**src/rtl/msx_rom_fetch.sv**
```systemverilog
// msx_rom_fetch: one-entry read cache in front of a request/ack/rvalid memory
// port. A CPU read that hits the cached byte completes with no wait states;
// a miss stretches the CPU with cpu_wait while the byte is fetched. A fetch
// that does not finish within TIMEOUT_CYCLES is aborted and returns 8'hFF.
module msx_rom_fetch #(
   parameter int TIMEOUT_CYCLES = 255
) (
   input  logic        clk,
   input  logic        reset_n,
   input  logic        ram_cs,
   input  logic [26:0] ram_addr,
   input  logic        invalidate,
   output logic        cpu_wait,
   output logic [7:0]  cpu_data,
   output logic        mem_req,
   output logic [26:0] mem_addr,
   input  logic        mem_ack,
   input  logic        mem_rvalid,
   input  logic [7:0]  mem_rdata,
   output logic        timeout_err
);

   typedef enum logic [1:0] {
      IDLE = 2'd0,
      REQ  = 2'd1,
      WAIT = 2'd2
   } state_t;

   // Last count value before the abort fires; the counter is 0 on the first
   // REQ cycle, so reaching this value means TIMEOUT_CYCLES cycles elapsed.
   localparam logic [9:0] CNT_LAST = 10'(TIMEOUT_CYCLES - 1);

   state_t      state, state_nxt;
   logic [26:0] last_addr, last_addr_nxt;
   logic [7:0]  last_data, last_data_nxt;
   logic        last_valid, last_valid_nxt;
   logic        mem_req_nxt;
   logic [26:0] mem_addr_nxt;
   logic [9:0]  cnt, cnt_nxt;
   logic        timeout_nxt;
   logic        hit;
   logic        fill;
   logic        abort;

   assign hit      = last_valid && (last_addr == ram_addr);
   assign cpu_wait = ram_cs && !hit;
   assign cpu_data = last_data;

   // Next-state and next-value logic for the fetch FSM and the cache entry.
   always_comb begin
      state_nxt      = state;
      mem_req_nxt    = mem_req;
      mem_addr_nxt   = mem_addr;
      cnt_nxt        = cnt;
      last_addr_nxt  = last_addr;
      last_data_nxt  = last_data;
      last_valid_nxt = last_valid;
      timeout_nxt    = timeout_err;
      fill           = 1'b0;
      abort          = 1'b0;

      case (state)
         IDLE: begin
            if (ram_cs && !hit) begin
               mem_addr_nxt = ram_addr;
               mem_req_nxt  = 1'b1;
               cnt_nxt      = 10'd0;
               state_nxt    = REQ;
            end
         end
         REQ: begin
            cnt_nxt = cnt + 10'd1;
            // rvalid only counts once the request has been accepted
            if (mem_ack) begin
               mem_req_nxt = 1'b0;
               if (mem_rvalid) begin
                  fill = 1'b1;
               end else begin
                  state_nxt = WAIT;
               end
            end
            if (!fill && (cnt == CNT_LAST)) begin
               abort = 1'b1;
            end
         end
         WAIT: begin
            cnt_nxt = cnt + 10'd1;
            if (mem_rvalid) begin
               fill = 1'b1;
            end else if (cnt == CNT_LAST) begin
               abort = 1'b1;
            end
         end
         default: begin
            state_nxt = IDLE;
         end
      endcase

      // Completion wins over a timeout landing in the same cycle.
      if (fill) begin
         last_data_nxt  = mem_rdata;
         last_addr_nxt  = mem_addr;
         last_valid_nxt = 1'b1;
         mem_req_nxt    = 1'b0;
         state_nxt      = IDLE;
      end else if (abort) begin
         last_data_nxt  = 8'hFF;
         last_addr_nxt  = mem_addr;
         last_valid_nxt = 1'b1;
         timeout_nxt    = 1'b1;
         mem_req_nxt    = 1'b0;
         state_nxt      = IDLE;
      end

      // A bank switch makes the cached byte stale, even one arriving now.
      if (invalidate) begin
         last_valid_nxt = 1'b0;
      end
   end

   // State and datapath registers; reset aborts any fetch immediately.
   always_ff @(posedge clk or negedge reset_n) begin
      if (!reset_n) begin
         state       <= IDLE;
         mem_req     <= 1'b0;
         mem_addr    <= 27'd0;
         cnt         <= 10'd0;
         last_addr   <= 27'd0;
         last_data   <= 8'hFF;
         last_valid  <= 1'b0;
         timeout_err <= 1'b0;
      end else begin
         state       <= state_nxt;
         mem_req     <= mem_req_nxt;
         mem_addr    <= mem_addr_nxt;
         cnt         <= cnt_nxt;
         last_addr   <= last_addr_nxt;
         last_data   <= last_data_nxt;
         last_valid  <= last_valid_nxt;
         timeout_err <= timeout_nxt;
      end
   end

endmodule
```
**config.mk**
```make
export PLATFORM = sky130hd
export DESIGN_NAME = msx_rom_fetch
export DESIGN_NICKNAME = d
export VERILOG_FILES = /design/src/rtl/msx_rom_fetch.sv
export SDC_FILE = /design/constraint.sdc
export NUM_CORES = 1
export LEC_CHECK = 0
export BUFFER_PORTS_ARGS = -buffer_cell sky130_fd_sc_hd__buf_2
export CAP_MARGIN = 5
export CORE_MARGIN = 2
export CORE_UTILIZATION = 52
export DETAILED_ROUTE_END_ITERATION = 8
export PLACE_DENSITY = 0.77
export SYNTH_ARGS = -nofsm -noshare
export SYNTH_HDL_FRONTEND = slang
export SYNTH_SLANG_ARGS = --single-unit
```
**constraint.sdc**
```tcl
create_clock -name clk -period 2.35 [get_ports clk]
set_input_delay 0.3525 -clock clk [delete_from_list [all_inputs] [get_ports clk]]
set_output_delay 0.3525 -clock clk [all_outputs]
set_load 0.05 [all_outputs]
```
After elaboration in Yosys (flattened, before gate mapping)
Index checks and enable logic that the tools add are counted.

Add/sub/neg operators: 1. Equality and inequality tests: 9. Muxes and demuxes: 28. Bitwise gates (word level): 1. Reductions and logical operators: 16.

Operators with widths (number): 2-to-1 mux 27 bit (2); == test 27 bit (1); case mux 10 bit (2 select lines) (1); 2-to-1 mux 8 bit (2); 2-to-1 mux 1 bit (13); inequality test 4 bit (second input constant) (3); adder 10 x 1 -> 10 bit (second input constant) (1); == test 10 x 8 -> 1 bit (second input constant) (1); 2-to-1 mux 10 bit (1); 2-to-1 mux 2 bit (5); case mux 1 bit (2 select lines) (3); case mux 2 bit (3 select lines) (1); AND reduction 2 bit (3); AND reduction 4 bit (1); nonzero test 2 bit (2); nonzero test 4 bit (1); logical AND 1 bit (3); inequality test 3 bit (second input constant) (1); AND reduction 3 bit (1); nonzero test 3 bit (1); == test 2 x 1 -> 1 bit (second input constant) (1); == test 2 bit (second input constant) (1); zero test 1 bit (2); zero test 2 bit (1); other kinds (3) (3).

Register bits: 77. Bits of input ports: 41. Output and inout port bits: 38. Logic and storage cells: 63.

Logic depth before layout (Yosys ltp)
Gate-level depths: netlist of run 1.

Word-level depth: 10. Gate-level depth with buffers: 10. Depth with buffers taken out: 8.

Worst setup path before layout of run 1
OpenSTA, ideal clock, no wires.

Path type: register -> register. Start point: reg last_addr[9]. End point: reg mem_addr[0]. Library setup time: 125 ps. Data arrival time: 2163 ps. Data required time: 2225 ps. Setup slack: 62 ps. Cell stages (with the launch flop): 9. Path buffers: 2. Clock period less this slack: 2288 ps. Cells stage by stage: dfrtp_1 xnor2_1 nand4_1 nor4_4 a31oi_2 and2_4 buf_6 buf_12 mux2_4.

Cells in the longest elaborated chain, start to end: 5.

RTL lines: start, declared (line 34) `logic [26:0] last_addr, last_addr_nxt;`; start signal, assigned (line 137) `last_addr <= last_addr_nxt;`; == test 27 bit (line 45) `assign hit = last_valid && (last_addr == ram_addr);`; logical AND 1 bit (line 45); zero test 1 bit; logical AND 1 bit; named net cpu_wait (line 13) `output logic cpu_wait,`; AND reduction 2 bit (no source line); end signal, assigned (line 135) `mem_addr <= mem_addr_nxt;`; end, declared (line 16) `output logic [26:0] mem_addr,`.

The timed path passes the listed nets, and every way through them passes these cells. A chain may end at the register's enable or synchronous reset.

Final worst setup path of run 1
Start point: reg last_addr[21]. End point: out cpu_wait.

Cells in the longest elaborated chain, start to end: 4.

RTL lines: == test 27 bit (line 45); logical AND 1 bit (line 45); zero test 1 bit (line 46) `assign cpu_wait = ram_cs && !hit;`; logical AND 1 bit (line 46); end, declared (line 13).

Every way passes these cells.

==> results.py, run 1 <==
metrics = {
    "sta": {
        "finalSetupViolCount": 0,
        "timing.final.ws_setup_ns": 0.1273,
        "min_period_ns": 2.223,
        "drv_slew": 0,
        "slew_headroom": 0.5868,
        "finalCritPeriodShare": 0.9458,
        "fin_setup_tns_ns": 0,
        "skew_ns": 0.01135,
        "worst_pin_slew_ns": 0.6199,
        "clock.fmax_mhz": 449.9,
        "finalHoldViolations": 1,
        "hold_ws_ns": -0.001866,
    },
    "outcome": {
        "violations": "negative hold slack",
        "status": "finished, violations left",
    },
    "clock_network": {
        "cts.root.buffer_cell": "clkbuf_8",
        "cts_tree": "built",
        "clk_latency_ns": 0.36,
        "htree_levels": 3,
        "numCtsBuffers": 9,
        "clockBufferDepth": 2,
        "cts.clk_slew.worst_paths_ns": 0.09,
        "cts_sinks": 77,
        "holdBufCountCts": 0,
    },
    "critical_path": {
        "rrSetupSlack_ns": 0.20,
        "max_stage_delay_ns": 0.42,
        "critPathLaunch": "last_addr[21]",
        "cp.arrival_ns": 1.87,
        "timing.rr.start": "last_addr[21]",
        "crit_chain": "xnor2_2, nand4_1, nor4_4, a31oi_4, buf_6",
        "crit_type": "reg -> out",
        "cp_slowest_cell": "dfrtp_1",
        "cp-endpoint": "cpu_wait",
        "critPathRequiredTime_ns": 2.00,
        "r2r-end": "mem_addr[10]",
        "crit_fanout": 5,
        "endpoint_kind": "primary output",
        "r2r_cells": 6,
        "start_kind": "flip-flop",
    },
    "die": {
        "die_w_um": 88.34,
        "die_h_um": 88.34,
        "die-area_um2": 7803,
        "core-area_um2": 6832,
        "pin_count": 79,
        "start_util": 0.5414,
        "rows": 30,
    },
    "cells_and_area": {
        "fin_util": 0.6562,
        "area_delta_synth_final_pct": 21.21,
        "fin_nets": 464,
        "fin_area_um2": 4483,
        "instances_no_fill": 517,
        "drive_gt1_frac": 0.3587,
        "diodes": 0,
    },
    "yosys": {
        "synthFlopType": "dfrtp_1",
        "yosysSeqAreaShare": 0.5237,
        "syn_nets": 378,
        "async_reset_ff_frac": 1.000,
        "synth_top_area_share": 0.4668,
        "synth-edff-count": 0,
        "syn_area_um2": 3699,
        "ys_ff_latch": 77,
        "yosysWarnings": 0,
        "synth_top_cell_by_area": "dfrtp_1",
        "syn_inst": 330,
        "yosys-top-cells-area": "dfrtp_1, nand2_1, mux2_4",
        "yosys-top-cells-count": "nand2_1, dfrtp_1, xnor2_1",
        "syn_avg_cell_area_um2": 11.21,
        "ys_types": 43,
        "yosysMostFrequentCell": "nand2_1",
    },
    "grt": {
        "grt_max_degree": 51,
        "grt_overflow": 0,
        "grt_usage": 0.2211,
        "grt_pass1_vias": 2805,
        "antenna_found_initial": 0,
        "grt_pass1_wl_um": 13040,
    },
    "placement": {
        "dp_slack_ns": 0.02123,
        "dpl-instance-area_um2": 4208,
        "numPortBuffers": 78,
        "routabilityCongestion": 0.7484,
        "hpwl_um": 5650,
        "dp.cells": 499,
    },
    "power": {
        "p_leak_nw": 2.256,
        "vdd_drop_max_mv": 0.9099,
        "power_density_nw_per_um2": 1523,
        "intPower_mw": 3.673,
        "p_switching_mw": 3.156,
        "p_comb_frac": 0.495,
        "seq_power_share": 0.348,
        "swShare": 0.4622,
        "p_clk_frac": 0.156,
    },
    "drt": {
        "routed_wl_um": 7919,
        "drcViolationCount": 0,
        "drt-pass1-iter-count": 4,
        "wl_per_cell_um": 15.32,
        "ant_nets": 0,
        "routed_via_density": 5.242,
        "drt_iter0_drc": 198,
        "vias": 2710,
    },
    "worst_hold_path": {
        "hp-class": "in -> async",
    },
    "run": {
        "cap_violations": 0,
    },
}
[layer usage]
layer	routed length (µm)	track usage	vias up
met2	3953	0.3575	70
met3	389	0.06250	11
met1	3504	0.2923	1333
li1	-	-	1296
met5	0	0	-
met4	71	0.06749	0
[state kept, by name (all words and copies together), names as in the netlist]
| signal | cells |
|---|---|
| last_addr | 27 |
| mem_req | 1 |
| timeout_err | 1 |
| last_valid | 1 |
| cnt | 10 |
| state | 2 |
| mem_addr | 27 |
| cpu_data | 8 |
[critical path, delay by kind of cell, from the launching register on]
| kind | cells | cell delay, ns |
|---|---|---|
| flip-flops | 1 | 0.42 |
| AO/OA/AOI/OAI | 1 | 0.18 |
| XOR/XNOR | 1 | 0.15 |
| AND/OR/NAND/NOR | 2 | 0.57 |
| buffers and inverters | 1 | 0.20 |
[layout make-up]
type                    instances  area [µm²]
clock buffers                   9       123.9
clock inverters                 7       92.59
repair buffers                 89       506.7
fillers                       536        2349
well taps                      96       120.1
flip-flops and latches         77        1937
inverters                       7       26.28
multi-input cells             232        1677
[power by group through the flow]
stage / clock network [mW] / registers (mW) / logic, mW
floorplan: 0 / 3.44 / 1.51
global placement: 0 / 2.36 / 3.24
detailed placement: 0 / 2.39 / 3.35
CTS: 1.09 / 2.38 / 3.36
global route: 1.16 / 2.46 / 3.63
finish: 1.07 / 2.38 / 3.38
[metrics by stage]
| step | power [mW] | hold WS [ns] |
|---|---|---|
| 3_3_place_gp | 5.601 | 0.4124 |
| 4_1_cts | 6.829 | 0.01895 |
| 3_5_place_dp | 5.741 | 0.4116 |
| 2_1_floorplan | 4.953 | 0.05691 |
| 6_report | 6.828 | -0.001866 |
| 5_1_grt | 7.242 | 0.04055 |
[placed cells by master, fill, tap and decap left out, types with 3 or more instances in the layout]
cell type	instances
dfstp_2	8
nor2_1	10
and4b_1	3
buf_4	10
mux2_2	8
buf_2	76
a211o_1	3
inv_1	7
nand4_1	7
nand2_1	91
mux2_4	20
a221o_1	5
and3_1	7
nor3b_1	4
ha_1	6
xnor2_1	22
o22a_1	8
clkbuf_8	9
nand3_1	6
xor2_1	4
dfrtp_1	69
[what timing repair did]
action / 4_1_cts / 5_1_grt
endpoints found under the setup margin: 0 / 40
buffers inserted: 0 / 2
gates resized for setup: 0 / 10
[how the worst min path moves through the flow]
stage	startpoint	to	slack, ns	depth (start not counted)
final	reset_n	mem_addr[0]	-0.002	1
after global placement	reset_n	cnt[9]	0.41	1
after floorplan	reset_n	cnt[0]	0.06	0
after CTS	reset_n	mem_addr[0]	0.02	1
after global routing	reset_n	mem_addr[0]	0.04	1
after detailed placement	reset_n	cnt[9]	0.41	1
[cell families after synthesis]
| logic type | count (synthesis) | synth area share |
|---|---|---|
| and+or+nand+nor | 138 | 0.1749 |
| muxes | 30 | 0.1110 |
| buffers and inverters | 21 | 0.03383 |
| xor gates and xnor gates | 27 | 0.06394 |
| AOI/OAI and AO/OA | 30 | 0.06902 |
| adders and majority gates | 7 | 0.02368 |
| DFF | 77 | 0.5237 |
Note: power is estimated with default switching activity, not from simulation.
==> inputs of run 2 (changes only) <==
--- a/config.mk
+++ b/config.mk
@@ -7,10 +7,12 @@
 export LEC_CHECK = 0
 export BUFFER_PORTS_ARGS = -buffer_cell sky130_fd_sc_hd__buf_2
 export CAP_MARGIN = 5
+export CELL_PAD_IN_SITES_DETAIL_PLACEMENT = 1
+export CELL_PAD_IN_SITES_GLOBAL_PLACEMENT = 1
 export CORE_MARGIN = 2
-export CORE_UTILIZATION = 52
+export CORE_UTILIZATION = 42
 export DETAILED_ROUTE_END_ITERATION = 8
-export PLACE_DENSITY = 0.77
+export PLACE_DENSITY_LB_ADDON = 0.1
 export SYNTH_ARGS = -nofsm -noshare
 export SYNTH_HDL_FRONTEND = slang
 export SYNTH_SLANG_ARGS = --single-unit
==> run 2 against run 1 <==
The run now ends clean. Combinational power is 1% lower. Sequential power hardly changed. Count of clock-buffer cells in the layout is 2 higher. Clock skew is 0.0017 ns higher. Sequential cell count stayed put. Critical path type unchanged.
==> results.py, run 2 (synthesis gave the netlist of run 1 again) <==
metrics = {
    "sta": {
        "rsz0062_at_grt": "no",
        "finalSetupViolCount": 0,
        "clock.fmax_mhz": 451.7,
        "hold_ws_ns": 0.1657,
        "min_period_ns": 2.214,
        "timing.final.ws_setup_ns": 0.1361,
        "slew_headroom": 0.6526,
        "finalHoldViolations": 0,
        "drv_slew": 0,
        "skew_ns": 0.01304,
        "worst_pin_slew_ns": 0.5211,
        "fin_setup_tns_ns": 0,
        "finalCritPeriodShare": 0.9421,
    },
    "grt": {
        "grt_pass1_wl_um": 14120,
        "grt_pass1_vias": 2805,
        "grt_max_degree": 56,
        "grt_overflow": 0,
        "grt_usage": 0.1853,
        "antenna_found_initial": 0,
    },
    "power": {
        "swShare": 0.4665,
        "p_leak_nw": 2.226,
        "vdd_drop_max_mv": 0.6932,
        "power_density_nw_per_um2": 1495,
        "seq_power_share": 0.357,
        "p_comb_frac": 0.504,
        "power.total_mw": 6.636,
        "p_switching_mw": 3.096,
        "p_clk_frac": 0.139,
        "intPower_mw": 3.541,
    },
    "drt": {
        "wl_met3_um": 275,
        "routed_via_density": 5.042,
        "vias": 2657,
        "wl_per_cell_um": 15.98,
        "routed_wl_um": 8424,
        "drt-pass1-iter-count": 4,
        "top_layer": "met4",
        "wl_met1_um": 4022,
        "drcViolationCount": 0,
        "drt_iter0_drc": 65,
        "ant_nets": 0,
        "met2_wirelength_um": 4014,
    },
    "clock_network": {
        "numCtsBuffers": 9,
        "clockBufferDepth": 2,
        "clk_latency_ns": 0.35,
        "cts_tree": "built",
        "htree_levels": 3,
        "cts_sinks": 77,
        "cts.root.buffer_cell": "clkbuf_8",
        "cts.clk_slew.worst_paths_ns": 0.09,
    },
    "cells_and_area": {
        "area_delta_synth_final_pct": 19.99,
        "fillerInstances": 968,
        "final_common_cell": "nand2_1",
        "fin_util": 0.5139,
        "fin_area_um2": 4438,
        "seqCellArea_um2": 1937,
        "final_cell_mix": "nand2_1, buf_2, dfrtp_1, xnor2_1, mux2_4",
        "multi_input_area_um2": 1674,
        "fin_nets": 462,
        "drive_gt1_frac": 0.3532,
        "instances_no_fill": 527,
        "reg_top3": "last_addr (27), mem_addr (27), cnt (10)",
        "diodes": 0,
    },
    "die": {
        "pin_count": 79,
        "core-area_um2": 8636,
        "die_w_um": 97.84,
        "start_util": 0.4283,
        "rows": 34,
        "die_h_um": 97.84,
        "die-area_um2": 9573,
    },
    "critical_path": {
        "rrSetupSlack_ns": 0.22,
        "cp.arrival_ns": 1.86,
        "start_kind": "flip-flop",
        "r2r_cells": 6,
        "crit_fanout": 5,
        "timing.rr.start": "last_addr[6]",
        "r2r-end": "state[0]",
        "endpoint_kind": "primary output",
        "crit_type": "reg -> out",
        "cp-endpoint": "cpu_wait",
        "critPathRequiredTime_ns": 2.00,
        "critPathLaunch": "last_addr[6]",
    },
    "placement": {
        "numPortBuffers": 78,
        "dpl-instance-area_um2": 4215,
        "dp.cells": 510,
        "hpwl_um": 5949,
        "dp_slack_ns": 0.08567,
        "routabilityCongestion": 0.7455,
    },
    "worst_hold_path": {
        "hp-class": "in -> reg",
    },
    "outcome": {
        "status": "complete, no violations",
    },
    "run": {
        "cap_violations": 0,
    },
}
-- run 2: cell count changes in the layout (fill, tap and decap cells not counted), sizes merged --
cell and delta:
inv -2, dlygate4sd3 +1, bufinv -1, buf -3
clkinv -1, clkinvlp +2, clkbuf +2
-- run 2: metal layers --
| layer | track usage | vias up |
|---|---|---|
| li1 | - | 1287 |
| met1 | 0.2595 | 1301 |
| met2 | 0.2972 | 60 |
| met3 | 0.03006 | 9 |
| met4 | 0.05769 | 0 |
| met5 | 0 | - |
-- run 2: cell type report --
| class | count | share of cell area |
|---|---|---|
| multi-input combinational | 232 | 0.3772 |
| clock inverter | 5 | 0.007612 |
| tap | 108 | 0.03045 |
| clock buffer | 11 | 0.03186 |
| sequential | 77 | 0.4364 |
| timing repair buffer | 87 | 0.1105 |
| inverter | 7 | 0.005920 |
-- run 2: timing repair --
item	in CTS	in global routing
setup endpoints to repair	0	2
endpoints found under the hold margin	14	0
gates resized for setup	0	7
hold buffers	1	0
buffers inserted	0	0
-- run 2: worst max-delay path: stages, from the launching register on --
cell and delay [ns]:
dfrtp_1 0.42, xnor2_2 0.15, nand4_1 0.17, nor4_4 0.37
a31oi_4 0.16, buf_4 0.23
-- run 2: worst min-delay path by stage --
stage | cells past startpoint | startpoint | endpoint | slack, ns
after floorplan | 0 | reset_n | cnt[0] | 0.06
after global placement | 1 | reset_n | cnt[6] | 0.27
after detailed placement | 1 | reset_n | cnt[6] | 0.27
after CTS | 2 | invalidate | last_valid | 0.16
after global routing | 2 | invalidate | last_valid | 0.16
final | 2 | invalidate | last_valid | 0.17
-- run 2: power by group through the flow --
stage	logic (mW)	clock network (mW)	registers, mW
2_1_floorplan	1.51	0	3.44
3_3_place_gp	3.30	0	2.36
3_5_place_dp	3.37	0	2.39
4_1_cts	3.38	0.954	2.37
5_1_grt	3.61	1.01	2.46
6_report	3.34	0.923	2.37
